<file path="src/rtl/fu_pkg.sv">
// Shared definitions for CDB-attached functional units.
// Op encodings, CDB entry layout and the add/sub op decoder.
package fu_pkg;

  localparam int OP_W = 2;

  localparam logic [OP_W-1:0] OP_ADD  = 2'b00;
  localparam logic [OP_W-1:0] OP_SUB  = 2'b01;
  localparam logic [OP_W-1:0] OP_ADDS = 2'b10;
  localparam logic [OP_W-1:0] OP_SUBS = 2'b11;

  localparam int CDB_DATA_W = 16;
  localparam int CDB_TAG_W  = 3;

  typedef struct packed {
    logic [CDB_TAG_W-1:0]  tag;
    logic [CDB_DATA_W-1:0] data;
    logic                  ovf;
  } cdb_entry_t;

  typedef struct packed {
    logic sub;
    logic sat;
  } alu_ctl_t;

  function automatic alu_ctl_t decode_op(
    input logic [OP_W-1:0] op
  );
    alu_ctl_t c;
    c = '0;
    unique case (op)
      OP_ADD:  c = '{sub: 1'b0, sat: 1'b0};
      OP_SUB:  c = '{sub: 1'b1, sat: 1'b0};
      OP_ADDS: c = '{sub: 1'b0, sat: 1'b1};
      OP_SUBS: c = '{sub: 1'b1, sat: 1'b1};
      default: c = '0;
    endcase
    return c;
  endfunction

endpackage

</file>
<file path="src/rtl/fu_result_fifo.sv">
// In-order result buffer feeding the CDB.
// Head is visible combinationally; pointers wrap at DEPTH.
module fu_result_fifo #(
  parameter int W     = 8,
  parameter int DEPTH = 2
) (
  input  logic         clk,
  input  logic         rst_n,
  input  logic         flush,
  input  logic         push,
  input  logic [W-1:0] din,
  input  logic         pop,
  output logic [W-1:0] dout,
  output logic         empty
);

  localparam int PW = (DEPTH > 1) ? $clog2(DEPTH) : 1;
  localparam int CW = $clog2(DEPTH + 1);

  logic [W-1:0]  mem [DEPTH];
  logic [PW-1:0] wr_ptr;
  logic [PW-1:0] rd_ptr;
  logic [CW-1:0] count;
  logic          do_push;
  logic          do_pop;

  function automatic logic [PW-1:0] nxt(
    input logic [PW-1:0] p
  );
    return (p == PW'(DEPTH - 1)) ? '0 : p + 1'b1;
  endfunction

  assign empty   = (count == '0);
  assign do_pop  = pop && !empty;
  assign do_push = push && ((count < CW'(DEPTH)) || do_pop);
  assign dout    = mem[rd_ptr];

  always_ff @(posedge clk or negedge rst_n) begin
    if (!rst_n) begin
      wr_ptr <= '0;
      rd_ptr <= '0;
      count  <= '0;
      for (int i = 0; i < DEPTH; i++) begin
        mem[i] <= '0;
      end
    end else if (flush) begin
      wr_ptr <= '0;
      rd_ptr <= '0;
      count  <= '0;
    end else begin
      if (do_push) begin
        mem[wr_ptr] <= din;
        wr_ptr      <= nxt(wr_ptr);
      end
      if (do_pop) begin
        rd_ptr <= nxt(rd_ptr);
      end
      unique case ({do_push, do_pop})
        2'b10:   count <= count + 1'b1;
        2'b01:   count <= count - 1'b1;
        default: count <= count;
      endcase
    end
  end

endmodule

</file>
<file path="src/rtl/fu_adder_pipe.sv">
// Pipelined integer add/sub unit with credit-based issue
// and an in-order result buffer arbitrated onto the CDB.
module fu_adder_pipe
  import fu_pkg::*;
#(
  parameter int WIDTH     = CDB_DATA_W,
  parameter int TAG_W     = CDB_TAG_W,
  parameter int LATENCY   = 2,
  parameter int OUT_DEPTH = 2
) (
  input  logic             Clock,
  input  logic             Resetn,
  input  logic             flush,
  input  logic             issue_valid,
  output logic             issue_ready,
  input  logic [OP_W-1:0]  issue_op,
  input  logic [WIDTH-1:0] issue_a,
  input  logic [WIDTH-1:0] issue_b,
  input  logic [TAG_W-1:0] issue_tag,
  output logic             cdb_req,
  input  logic             cdb_grant,
  output logic [WIDTH-1:0] cdb_data,
  output logic [TAG_W-1:0] cdb_tag,
  output logic             cdb_ovf
);

  localparam int EW = TAG_W + WIDTH + 1;
  localparam int CW = $clog2(OUT_DEPTH + 1);

  typedef struct packed {
    logic [TAG_W-1:0] tag;
    logic [WIDTH-1:0] data;
    logic             ovf;
  } ent_t;

  localparam logic [WIDTH-1:0] SMAX = {1'b0, {(WIDTH-1){1'b1}}};
  localparam logic [WIDTH-1:0] SMIN = {1'b1, {(WIDTH-1){1'b0}}};

  logic [CW-1:0]      credits;
  logic               accept;
  logic               pop;
  logic               fifo_empty;
  alu_ctl_t           ctl;
  logic [WIDTH-1:0]   sum;
  logic               sgn_a;
  logic               sgn_b;
  logic               ovf;
  ent_t               alu_ent;
  logic [LATENCY-1:0] s_vld;
  ent_t               s_ent [LATENCY];
  ent_t               head;
  logic [EW-1:0]      head_raw;

  // Credits cover every op from accept until its CDB pop,
  // so the buffer always has room for what is in flight.
  assign issue_ready = (credits < CW'(OUT_DEPTH));
  assign accept      = issue_valid && issue_ready && !flush;
  assign pop         = cdb_req && cdb_grant && !flush;

  always_ff @(posedge Clock or negedge Resetn) begin
    if (!Resetn) begin
      credits <= '0;
    end else if (flush) begin
      credits <= '0;
    end else begin
      unique case ({accept, pop})
        2'b10:   credits <= credits + 1'b1;
        2'b01:   credits <= credits - 1'b1;
        default: credits <= credits;
      endcase
    end
  end

  always_comb begin
    ctl   = decode_op(issue_op);
    sum   = ctl.sub ? issue_a - issue_b
                    : issue_a + issue_b;
    sgn_a = issue_a[WIDTH-1];
    sgn_b = issue_b[WIDTH-1] ^ ctl.sub;
    ovf   = (sgn_a == sgn_b) &&
            (sum[WIDTH-1] != sgn_a);
    alu_ent      = '0;
    alu_ent.tag  = issue_tag;
    alu_ent.ovf  = ovf;
    alu_ent.data = sum;
    if (ctl.sat && ovf) begin
      alu_ent.data = sgn_a ? SMIN : SMAX;
    end
  end

  always_ff @(posedge Clock or negedge Resetn) begin
    if (!Resetn) begin
      s_vld <= '0;
      for (int k = 0; k < LATENCY; k++) begin
        s_ent[k] <= '0;
      end
    end else if (flush) begin
      s_vld <= '0;
    end else begin
      s_vld[0] <= accept;
      if (accept) begin
        s_ent[0] <= alu_ent;
      end
      for (int k = 1; k < LATENCY; k++) begin
        s_vld[k] <= s_vld[k-1];
        s_ent[k] <= s_ent[k-1];
      end
    end
  end

  fu_result_fifo #(
    .W     (EW),
    .DEPTH (OUT_DEPTH)
  ) u_fifo (
    .clk   (Clock),
    .rst_n (Resetn),
    .flush (flush),
    .push  (s_vld[LATENCY-1]),
    .din   (s_ent[LATENCY-1]),
    .pop   (pop),
    .dout  (head_raw),
    .empty (fifo_empty)
  );

  assign head     = ent_t'(head_raw);
  assign cdb_req  = !fifo_empty;
  assign cdb_data = head.data;
  assign cdb_tag  = head.tag;
  assign cdb_ovf  = head.ovf;

endmodule

</file>
<file path="config.mk">
export PLATFORM = sky130hd
export DESIGN_NAME = fu_adder_pipe
export DESIGN_NICKNAME = d
export VERILOG_FILES = /design/src/rtl/fu_pkg.sv /design/src/rtl/fu_result_fifo.sv /design/src/rtl/fu_adder_pipe.sv
export SDC_FILE = /design/constraint.sdc
export NUM_CORES = 1
export LEC_CHECK = 0
export BUFFER_PORTS_ARGS = -buffer_cell sky130_fd_sc_hd__buf_2
export CORE_MARGIN = 2
export CORE_UTILIZATION = 53
export CTS_CLUSTER_SIZE = 16
export DETAILED_ROUTE_END_ITERATION = 7
export PLACE_DENSITY = 0.82
export SLEW_MARGIN = 25
export SYNTH_ARGS = -nofsm -noshare
export SYNTH_HDL_FRONTEND = slang
export SYNTH_HIERARCHICAL = 1
export SYNTH_SLANG_ARGS = --single-unit
</file>
<file path="constraint.sdc">
create_clock -name Clock -period 1.8 [get_ports Clock]
set_input_delay 0.36 -clock Clock [delete_from_list [all_inputs] [get_ports Clock]]
set_output_delay 0.36 -clock Clock [all_outputs]
set_load 0.02 [all_outputs]
</file>
==> results of run 1 <==
## logic make-up after synthesis
group,synth area share (%)
flip-flops,44.6
adder cells (fa/ha/maj),4.46
AO/OA/AOI/OAI,10.4
XOR/XNOR,5.32
AND/OR/NAND/NOR,11.0
buffers and inverters,3.27
multiplexers,21.0
## how the worst max path moves through the flow
stage / slack, ns / endpoint / cells past startpoint / startpoint
final: -1.71 / s_ent[23] / 15 / issue_b[4]
after global routing: -1.83 / s_ent[23] / 15 / issue_b[4]
after CTS: -1.70 / s_ent[35] / 15 / issue_b[4]
after detailed placement: -2.13 / s_ent[35] / 15 / issue_b[4]
after global placement: -2.06 / s_ent[35] / 15 / issue_b[4]
after floorplan: -2.06 / s_ent[26] / 14 / issue_b[4]
## worst reg2reg max path: cells and delay by family, from the launching register on
family / cells / cell delay, ns
simple gates: 4 / 0.78
buf+inv: 4 / 0.46
flops: 1 / 0.42
mux: 1 / 0.30
## through the flow
step	util, %	cells	setup TNS, ns
global route	76.7	709	-39.32
finish	76.7	709	-34.63
global placement	66.3	669	-35.19
detailed placement	66.3	669	-37.35
floorplan	-	421	-35.42
CTS	74.7	704	-31.38
## registers in the layout (all words and copies together), names as in the netlist
| name | count |
|---|---|
| credits | 2 |
| u_fifo/wr_ptr | 1 |
| s_vld | 2 |
| u_fifo/mem | 40 |
| u_fifo/count | 2 |
| s_ent | 40 |
| u_fifo/rd_ptr | 1 |
## area by class of cell
type,instances,area [µm²]
inverters,13,51.3
multi-input cells,305,2860
clock buffers,10,138
fillers,489,2130
clock inverters,5,81.3
flip-flops and latches,88,2200
repair buffers,177,1550
well taps,111,139
## where the power goes
group	switching [µW]	internal, µW	total (µW)
Combinational	1390	1860	3250
Sequential	559	2620	3180
Clock	727	812	1540
## cell usage in the layout, fill, tap and decap left out, drive strengths merged, types with 2 or more instances in the layout
| cell type | netlist | final |
|---|---|---|
| buf | 9 | 174 |
| dfrtp | 88 | 88 |
| mux2 | 82 | 83 |
| nor2 | 42 | 42 |
| xnor2 | 20 | 20 |
| a21oi | 20 | 20 |
| ha | 16 | 16 |
| a211oi | 14 | 14 |
| nand2 | 13 | 13 |
| o21ai | 13 | 13 |
| inv | 13 | 13 |
| clkbuf | 6 | 12 |
| xor2 | 10 | 10 |
| nor3 | 9 | 9 |
| nand3 | 7 | 7 |
| nor2b | 6 | 6 |
| or4 | 5 | 5 |
| a31oi | 5 | 5 |
| nor4 | 5 | 5 |
| nand2b | 4 | 4 |
| mux2i | 4 | 4 |
| o21bai | 4 | 4 |
| o21a | 3 | 3 |
| a21o | 3 | 3 |
| or3 | 3 | 3 |
| or2b | 2 | 2 |
| bufinv | 0 | 2 |
| a221oi | 2 | 2 |
| o31ai | 2 | 2 |
| nor4b | 2 | 2 |
| clkinv | 0 | 2 |
## per-layer routing
| metal | global-route usage, % | routed length [µm] |
|---|---|---|
| met1 | 29.4 | 5440 |
| met2 | 49.1 | 7800 |
| met3 | 4.44 | 667 |
| met4 | 12.9 | 789 |
| met5 | 0 | 0 |
## repair_timing
action / CTS / global route
hold buffers: 1 / 0
setup buffers: 12 / 4
pin swaps: 5 / 3
hold endpoints to repair: 30 / 0
gates cloned: 7 / 3
resized for setup: 80 / 30
setup endpoints to repair: 52 / 77
==> results by group, run 1 <==
Timing
  • PnR worst setup slack: -1.71 ns
  • Clock skew: 0.00911 ns
  • Fmax: approximately 280 MHz
  • Final worst path period need: between 3 and 4 ns
  • Rel. slew slack: 67.4%
  • RSZ-0062 raised after global routing: yes
  • Final hold vios: 0
  • Max-slew violation count: 0
  • Period utilisation layout: 195%
  • Worst hold slack: 0.215 ns
  • Slew @ Worst Pin: 0.486 ns
  • Final count of negative-setup-slack endpoints: 77

Floorplanning
  • Die area: 10100 µm²
  • Die width: 101 µm
  • Core box area: just over 9000 µm²
  • Initial Util: 54.0%
  • IO Pins: 64
  • FP Rows: 35
  • Die Span Y: 101 µm

Critical path
  • FF-to-FF path depth: 9
  • CP endpoint kind: register
  • R2R Path Start: u_fifo/count[1]
  • Critical Path, Cell by Cell: buf_6 > or3_4 > or4_4 > nor3_4 > a21oi_2 > xnor2_1 > ha_1 > a21o_1 > a21o_1 > a221oi_4 > o31ai_4 > or4_4 > a31oi_4 > buf_12 > a211oi_1
  • Setup CP Type: in2reg
  • CP delay by family, top: simple AND/OR/NAND/NOR gates
  • Max incr delay on CP: 0.54 ns
  • WP buf/inv: 2
  • Worst Path Arrival: 3.76 ns
  • CP startpoint kind: input port
  • CP Max Fanout: 15
  • Reg-to-Reg End: u_fifo/mem[6]
  • R2R setup slack: -0.27 ns
  • CP required: 2.05 ns
  • Cell at the slowest stage of the critical path: or4_4

Place
  • Setup WS pre-CTS: -2.13 ns
  • DPL Wire Length: around 8000 µm
  • IO Port Bufs: 63
  • DP Area: 6070 µm²
  • RD Place Congestion: just under 0.9

Synth
  • Number of flops mapped to enable cells by yosys: 0
  • Register area share after synthesis: 44.6%
  • Synth warn: 6
  • Synth cell types: 50
  • Synth top area share: between 40% and 50%
  • Mean Syn Cell Area: 11.7 µm²
  • Synth Flop Type: dfrtp_1
  • Cell Area, Synth: 4940 µm²
  • Top cells by area, synth: dfrtp_1, mux2_2, mux2_4, ha_1, xnor2_1
  • #FFs+latches synth: between 80 and 90
  • Top cell type by total area after synthesis: dfrtp_1
  • Post-synth top cells: dfrtp_1, mux2_2, nor2_1
  • Cell count after synthesis: 421
  • Mapped Nets: 480
  • Most numerous cell in the Yosys netlist: dfrtp_1
  • Ys async rst share: 100%

Clock network
  • Bufs on Longest Clock Path: 2
  • Total CTS buffers: 9
  • Worst-path clk slew: about 0.09 ns
  • H-tree depth: 3
  • Worst-Skew Late Latency: 0.38 ns
  • Root buf cell: clkbuf_8
  • CTS tree: done
  • Clock sink count: 88

Routing
  • Drt pass-1 iters: 4
  • Via count: 4082
  • DR vias/cell: 5.76
  • Initial DRC count: 302
  • DRC errors left: 0
  • Wirelength per Cell: 20.7 µm
  • Final ANT Viol Nets: 0
  • Routed WL: 14700 µm

Min path
  • Worst Hold End: s_ent[37]
  • Hold Crit Start: issue_tag[0]
  • Hold Crit Class: in2reg
  • Hold Path Stages: 3

Run status
  • Status: finished, violations left
  • Failing checks: negative setup slack

GRT
  • GRT overflow: 0
  • Global-route wire length before repair: roughly 20000 µm
  • Largest net degree at the start of global routing: 34
  • Initial antenna violation count: 0
  • Total GRT Usage: 26.6%
  • Vias in the first global route: a little over 4000

Cells and area
  • Fraction of layout cells with a size suffix above 1: a little over half
  • Final #Nets: 653
  • Diodes inserted: 0
  • Area growth, synth to finish: 42.1%
  • Layout Cell Area excl Fill: approximately 7000 µm²

Power and ir drop
  • Worst vdd ir: 0.000734 V
  • Leak: 0.00333 µW
  • P per Cell Area: 1130 nW/µm²
  • Pwr Total: between 7000 and 8000 µW

Job
  • Max_cap viols: 0
No activity file was read; power rests on OpenSTA's default activity.
==> run 2, diff against run 1 <==
--- a/config.mk
+++ b/config.mk
@@ -10,7 +10,7 @@
 export CORE_UTILIZATION = 53
 export CTS_CLUSTER_SIZE = 16
 export DETAILED_ROUTE_END_ITERATION = 7
-export PLACE_DENSITY = 0.82
+export PLACE_DENSITY_LB_ADDON = 0.12
 export SLEW_MARGIN = 25
 export SYNTH_ARGS = -nofsm -noshare
 export SYNTH_HDL_FRONTEND = slang
==> run 2 against run 1 <==
The run still ends with negative setup slack left. Core utilization decreased by 0.64 points. Clock skew increased by 0.0067 ns. Count of clock-buffer cells in the layout increased by 1. Sequential cell count unchanged. Final area decreased by 0.84%. Sequential share of layout area increased by 0.30 points. Final cell count increased by 0.71%. Sequential power decreased by 3%. Die area unchanged. Non-clock buffer count increased by 4. Via count decreased by 6.3%. Critical endpoint is now s_ent[25]. Largest cell class unchanged. Highest routed layer unchanged.
==> results by group, run 2 (same netlist as run 1, synthesis figures left out) <==
Clock network
  • Total CTS buffers: 9
  • Bufs on Longest Clock Path: 2
  • H-tree depth: 3
  • Worst-Skew Late Latency: 0.36 ns
  • Worst-path clk slew: 0.09 ns
  • CTS tree: done
  • Clock sink count: 88
  • Root buf cell: clkbuf_8

Job
  • Max_cap viols: 0

Critical path
  • FF-to-FF path depth: 8
  • CP Max Fanout: 5
  • CP endpoint kind: register
  • R2R Path Start: credits[1]
  • Worst Path Arrival: 3.69 ns
  • CP required: 2.02 ns
  • R2R setup slack: -0.25 ns
  • Setup CP Type: in2reg
  • Reg-to-Reg End: s_ent[25]
  • CP startpoint kind: input port

Timing
  • Fin Setup TNS: -31.35 ns
  • Final count of negative-setup-slack endpoints: 77
  • Rel. slew slack: 68.4%
  • RSZ-0062 raised after global routing: yes
  • Fmax: 288 MHz
  • Clock skew: 0.0158 ns
  • PnR worst setup slack: -1.67 ns
  • Final worst path period need: 3.47 ns
  • Period utilisation layout: 193%
  • Slew @ Worst Pin: 0.471 ns
  • Final hold vios: 0
  • Max-slew violation count: 0

Routing
  • DR vias/cell: 5.36
  • Initial DRC count: 130
  • DRC errors left: 0
  • Wirelength per Cell: between 15 and 20 µm
  • Drt pass-1 iters: 4
  • Final ANT Viol Nets: 0
  • Routed WL: 11900 µm
  • Via count: 3825

Min path
  • Hold Path Stages: 3
  • Hold Crit Class: in2reg
  • Hold Crit Start: issue_tag[2]
  • Worst Hold End: s_ent[39]

Floorplanning
  • Initial Util: a little over half
  • IO Pins: 64
  • Core box area: 9150 µm²
  • Die area: 10100 µm²
  • Die width: 101 µm
  • Die Span Y: 101 µm
  • FP Rows: 35

Cells and area
  • Layout Cell Area excl Fill: 6960 µm²
  • Area growth, synth to finish: 40.9%
  • Final #Nets: 657
  • Final Instance Count excl. Fillers: a little over 700
  • Largest regs: s_ent: 40 flops, u_fifo/mem: 40 flops
  • Commonest non-fill, non-tap cell in the layout: buf_4
  • Most frequent cells in the layout: buf_4, dfrtp_1, mux2_4
  • Diodes inserted: 0
  • Fraction of layout cells with a size suffix above 1: 53.4%

Place
  • RD Place Congestion: 0.765
  • DPL Wire Length: 7660 µm
  • Placed cells: between 600 and 700
  • IO Port Bufs: 63
  • DP Area: 6150 µm²

GRT
  • Vias in the first global route: 3827
  • GRT overflow: 0
  • Global-route wire length before repair: 18000 µm
  • Total GRT Usage: a little under a quarter
  • Initial antenna violation count: 0
  • Largest net degree at the start of global routing: 30

Power and ir drop
  • Leak: 0.00332 µW
  • P per Cell Area: 1100 nW/µm²
  • Worst vdd ir: approximately 0.00052 V

Run status
  • Failing checks: negative setup slack
  • Status: finished, violations left
==> run 2: cell types whose count changed in the layout (fill, tap and decap cells not counted), moves of 3 or more <==
cell / delta
buf_8: +3
buf_16: -5
mux2_4: +4
buf_4: +8
mux2_2: -4
==> run 2: final cells by class <==
cell class	count	area, µm²
tap	111	139
inverter	13	51.3
clock buffer	11	151
clock inverter	5	62.6
timing repair buffer	181	1480
fill	622	2190
multi-input combinational	305	2870
sequential	88	2200
==> run 2: how the worst max path moves through the flow <==
stage	slack, ns	depth (start not counted)	from	to
floorplan	-2.06	14	issue_b[4]	s_ent[26]
global placement	-2.08	15	issue_b[4]	s_ent[35]
global route	-1.79	15	issue_b[4]	s_ent[35]
finish	-1.67	15	issue_b[4]	s_ent[25]
detailed placement	-2.11	15	issue_b[4]	s_ent[35]
CTS	-1.68	15	issue_b[4]	s_ent[35]
==> run 2: where the power goes <==
group / internal, µW / leakage, µW / total [µW] / switching, µW
Combinational: 1870 / 0.00215 / 3100 / 1240
Sequential: 2620 / 0.00107 / 3080 / 464
Clock: 725 / 0.000102 / 1440 / 718
==> run 2: timing repair <==
item                       CTS  global route
hold buffers                 1             0
hold endpoints to repair    26             0
resized for setup           32            90
cloned                       4             1
pin swaps                    4             6
setup endpoints to repair   77            73
buffers inserted            14             6
==> run 2: routing by layer <==
layer / track usage, % / wire length [µm] / vias up
met5: 0 / 0 / -
met4: 7.38 / 240 / 0
met3: 2.70 / 385 / 19
met2: 41.2 / 6260 / 92
met1: 27.9 / 5050 / 1853
li1: - / - / 1861
==> run 2: stage by stage <==
stage	worst slack [ns]	power, µW	utilization (%)	hold WS, ns
after floorplan	-2.06	4590	-	0.0644
after global placement	-2.08	5380	67.2	0.303
final	-1.67	7630	76.1	0.185
after global routing	-1.79	8020	76.1	0.196
after detailed placement	-2.11	5480	67.2	0.307
after CTS	-1.68	6990	73.0	0.182
==> run 2: critical path, cell delays in order <==
cell,delay [ns]
buf_6,0.09
or3_4,0.37
or4_4,0.46
nor3_4,0.16
a21oi_2,0.08
xnor2_1,0.13
ha_1,0.29
a21o_1,0.18
a21o_1,0.18
a221oi_2,0.32
o31ai_4,0.13
or4_4,0.54
a31oi_4,0.20
buf_6,0.16
a211oi_2,0.05
==> run 3, diff against run 2 <==
--- a/config.mk
+++ b/config.mk
@@ -5,6 +5,7 @@
 export SDC_FILE = /design/constraint.sdc
 export NUM_CORES = 1
 export LEC_CHECK = 0
+export ABC_AREA = 1
 export BUFFER_PORTS_ARGS = -buffer_cell sky130_fd_sc_hd__buf_2
 export CORE_MARGIN = 2
 export CORE_UTILIZATION = 53
==> run 3 against run 2 <==
The run still ends with negative setup slack left. Synthesized cell count rose by 59%. Largest power group unchanged. Worst hold slack improved by 0.038 ns. Maximum frequency rose by 27%. Wire length fell by 5.4%. Critical endpoint is now s_ent[30]. Combinational power rose by 2%. Core utilization fell by 6.7 points.
==> results by group, run 3 <==
Synth
  • Ys async rst share: 100%
  • Register area share after synthesis: 42.0%
  • Synth top area share: 42.0%
  • Cell count after synthesis: 668
  • Top cell type by total area after synthesis: dfrtp_1
  • Top cells by area, synth: dfrtp_1, nand2_1, inv_1, o21ai_2, ha_1
  • Cell Area, Synth: approximately 5200 µm²
  • Mapped Nets: 727
  • Synth warn: 6
  • Most numerous cell in the Yosys netlist: nand2_1
  • #FFs+latches synth: 88
  • Number of flops mapped to enable cells by yosys: 0
  • Synth cell types: 40
  • Mean Syn Cell Area: 7.86 µm²
  • Synth Flop Type: dfrtp_1
  • Post-synth top cells: nand2_1, inv_1, dfrtp_1

Timing
  • Period utilisation layout: 151%
  • Fmax: 368 MHz
  • Clock skew: 0.0102 ns
  • Rel. slew slack: 54.5%
  • Slew @ Worst Pin: 0.682 ns
  • Final count of negative-setup-slack endpoints: 17
  • Final hold vios: 0
  • PnR worst setup slack: -0.920 ns
  • Max-slew violation count: 0
  • RSZ-0062 raised after global routing: yes
  • Final worst path period need: roughly 2.7 ns

Critical path
  • CP Max Fanout: 8
  • Max incr delay on CP: 0.34 ns
  • Worst Path Arrival: 2.96 ns
  • CP endpoint kind: register
  • CP required: 2.04 ns
  • CP startpoint kind: input port
  • FF-to-FF path depth: 12
  • Cell at the slowest stage of the critical path: or3_4
  • WP buf/inv: 4
  • Cell mode on critical path: nand2_2
  • Setup CP Type: in2reg
  • Critical Path, Cell by Cell: buf_8 > inv_6 > ha_4 > nand2_4 > or3_4 > nor2_4 > nand2_1 > o21ai_2 > xor2_1 > ha_1 > nand2_2 > inv_2 > nand2_2 > inv_2 > nand2_1 > nand2_1 > a21oi_2 > nand3_2 > nand2_2 > nand2_2 > nand2_4 > nand2_8 > nand2_2 > a21oi_2
  • WP depth: 24
  • CP delay by family, top: simple AND/OR/NAND/NOR gates

Place
  • DP Area: 6250 µm²
  • RD Place Congestion: 0.805
  • IO Port Bufs: 63
  • DPL Wire Length: between 8000 and 9000 µm
  • Placed cells: around 920

Clock network
  • Worst-Skew Late Latency: around 0.36 ns
  • Worst-path clk slew: about 0.08 ns
  • H-tree depth: 3
  • CTS tree: done
  • Total CTS buffers: 9
  • Clock sink count: a little under 90
  • Root buf cell: clkbuf_8
  • Bufs on Longest Clock Path: 2

Min path
  • Hold Crit Class: in2reg
  • Hold Path Stages: 3

Cells and area
  • Final Util: between 60% and 70%
  • Diodes inserted: 0
  • Layout Cell Area excl Fill: ~6700 µm²
  • Largest regs: s_ent: 40 flops, u_fifo/mem: 40 flops
  • Final Instance Count excl. Fillers: 951
  • Fraction of layout cells with a size suffix above 1: 32.9%
  • Area growth, synth to finish: 28.1%
  • Final #Nets: 872
  • Commonest non-fill, non-tap cell in the layout: nand2_1
  • Most frequent cells in the layout: nand2_1, inv_1, dfrtp_1

Routing
  • Wirelength per Cell: approximately 12 µm
  • Routed wl met2: around 5800 µm
  • Routed WL: 11300 µm
  • Initial DRC count: approximately 180
  • Drt pass-1 iters: 5
  • Top layer in use: met4
  • DR vias/cell: 4.80
  • DRC errors left: 0
  • Met1 Wirelength: 4940 µm
  • Final ANT Viol Nets: 0
  • Met3 wire length: 387 µm
  • Via count: 4566

Power and ir drop
  • Worst vdd ir: 0.000465 V
  • Leak: 0.00364 µW
  • P per Cell Area: 1110 nW/µm²

Floorplanning
  • Die width: 104 µm
  • Core box area: 9680 µm²
  • FP Rows: 36
  • IO Pins: 64
  • Die area: 10700 µm²
  • Die Span Y: 104 µm
  • Initial Util: between 50% and 60%

GRT
  • GRT overflow: 0
  • Vias in the first global route: 4229
  • Global-route wire length before repair: 18800 µm
  • Total GRT Usage: 21.2%
  • Initial antenna violation count: 0
  • Largest net degree at the start of global routing: 42

Run status
  • Failing checks: negative setup slack
  • Status: finished, violations left

Job
  • Max_cap viols: 0
[run 3: changes by cell type in the layout (fill, tap and decap cells not counted), sizes merged, moves of 12 or more]
| cell | delta |
|---|---|
| inv | +89 |
| a211oi | -13 |
| a21oi | +12 |
| nand3 | +15 |
| mux2 | -83 |
| buf | -28 |
| o21ai | +63 |
| nand2 | +223 |
[run 3: routing by layer]
metal	global-route usage [%]	vias up
met2	37.9	90
met3	3.21	15
met5	0	-
li1	-	2374
met1	26.0	2087
met4	7.72	0
[run 3: worst reg2reg max path, cell delays in order, from the launching register on]
cell and delay (ns):
dfrtp_1 0.41, inv_1 0.05, nand2_1 0.09, inv_1 0.05, inv_1 0.06, nand3_1 0.10
inv_2 0.08, inv_2 0.05, a21oi_4 0.21, buf_6 0.19, nand2_8 0.11, nand2_1 0.11
o21ai_1 0.07
[run 3: path summary, 6_finish.rpt]
path                                 start  slack [ns]        endpoint
setup / recovery                issue_b[1]       -0.92       s_ent[30]
hold / removal                issue_tag[0]        0.22       s_ent[37]
setup reg to reg           u_fifo/count[0]        0.11  u_fifo/mem[33]
hold reg to reg                   s_vld[0]        0.47        s_vld[1]
max in group asynchronous           Resetn        0.75        s_ent[4]
min in group asynchronous           Resetn        0.49   u_fifo/rd_ptr
[run 3: through the flow]
step	hold WS, ns	setup TNS [ns]	total power, µW	setup slack (ns)
after global placement	0.338	-23.83	5940	-1.43
after global routing	0.219	-18.33	8080	-1.09
after floorplan	0.0644	-17.03	5080	-1.06
after CTS	0.208	-16.39	7440	-0.975
after detailed placement	0.341	-25.20	6070	-1.52
final	0.223	-15.50	7470	-0.920
[run 3: kinds of logic (layout without fill, tap and decap cells)]
logic type	after synthesis	in the layout	share of synthesized area, %
AOI/OAI and AO/OA	115	115	14.1
buffers and inverters	124	271	10.6
adders and majority gates	17	17	4.20
and+or+nand+nor	296	299	24.3
xor gates and xnor gates	28	28	4.82
DFF	88	88	42.0
[run 3: power by group]
group / total, µW / switching (µW) / internal, µW
clock: 1290 / 644 / 642
combinational: 3160 / 1850 / 1300
sequential: 3030 / 344 / 2680
total: 7470 / 2840 / 4630
[run 3: layout make-up]
type,instances,area [µm²]
Clock inverter,3,42.5
Clock buffer,13,139
Tap cell,133,166
Multi-Input combinational cell,459,2710
Inverter,103,407
Timing Repair Buffer,152,1060
Sequential cell,88,2200
Fill cell,850,2960
[run 3: timing repair]
action	4_1_cts	5_1_grt
buffers inserted	3	5
cloned	1	2
pin swaps	28	17
resized for setup	26	23
endpoints found under the setup margin	18	64
hold buffers	1	0
endpoints found under the hold margin	32	0
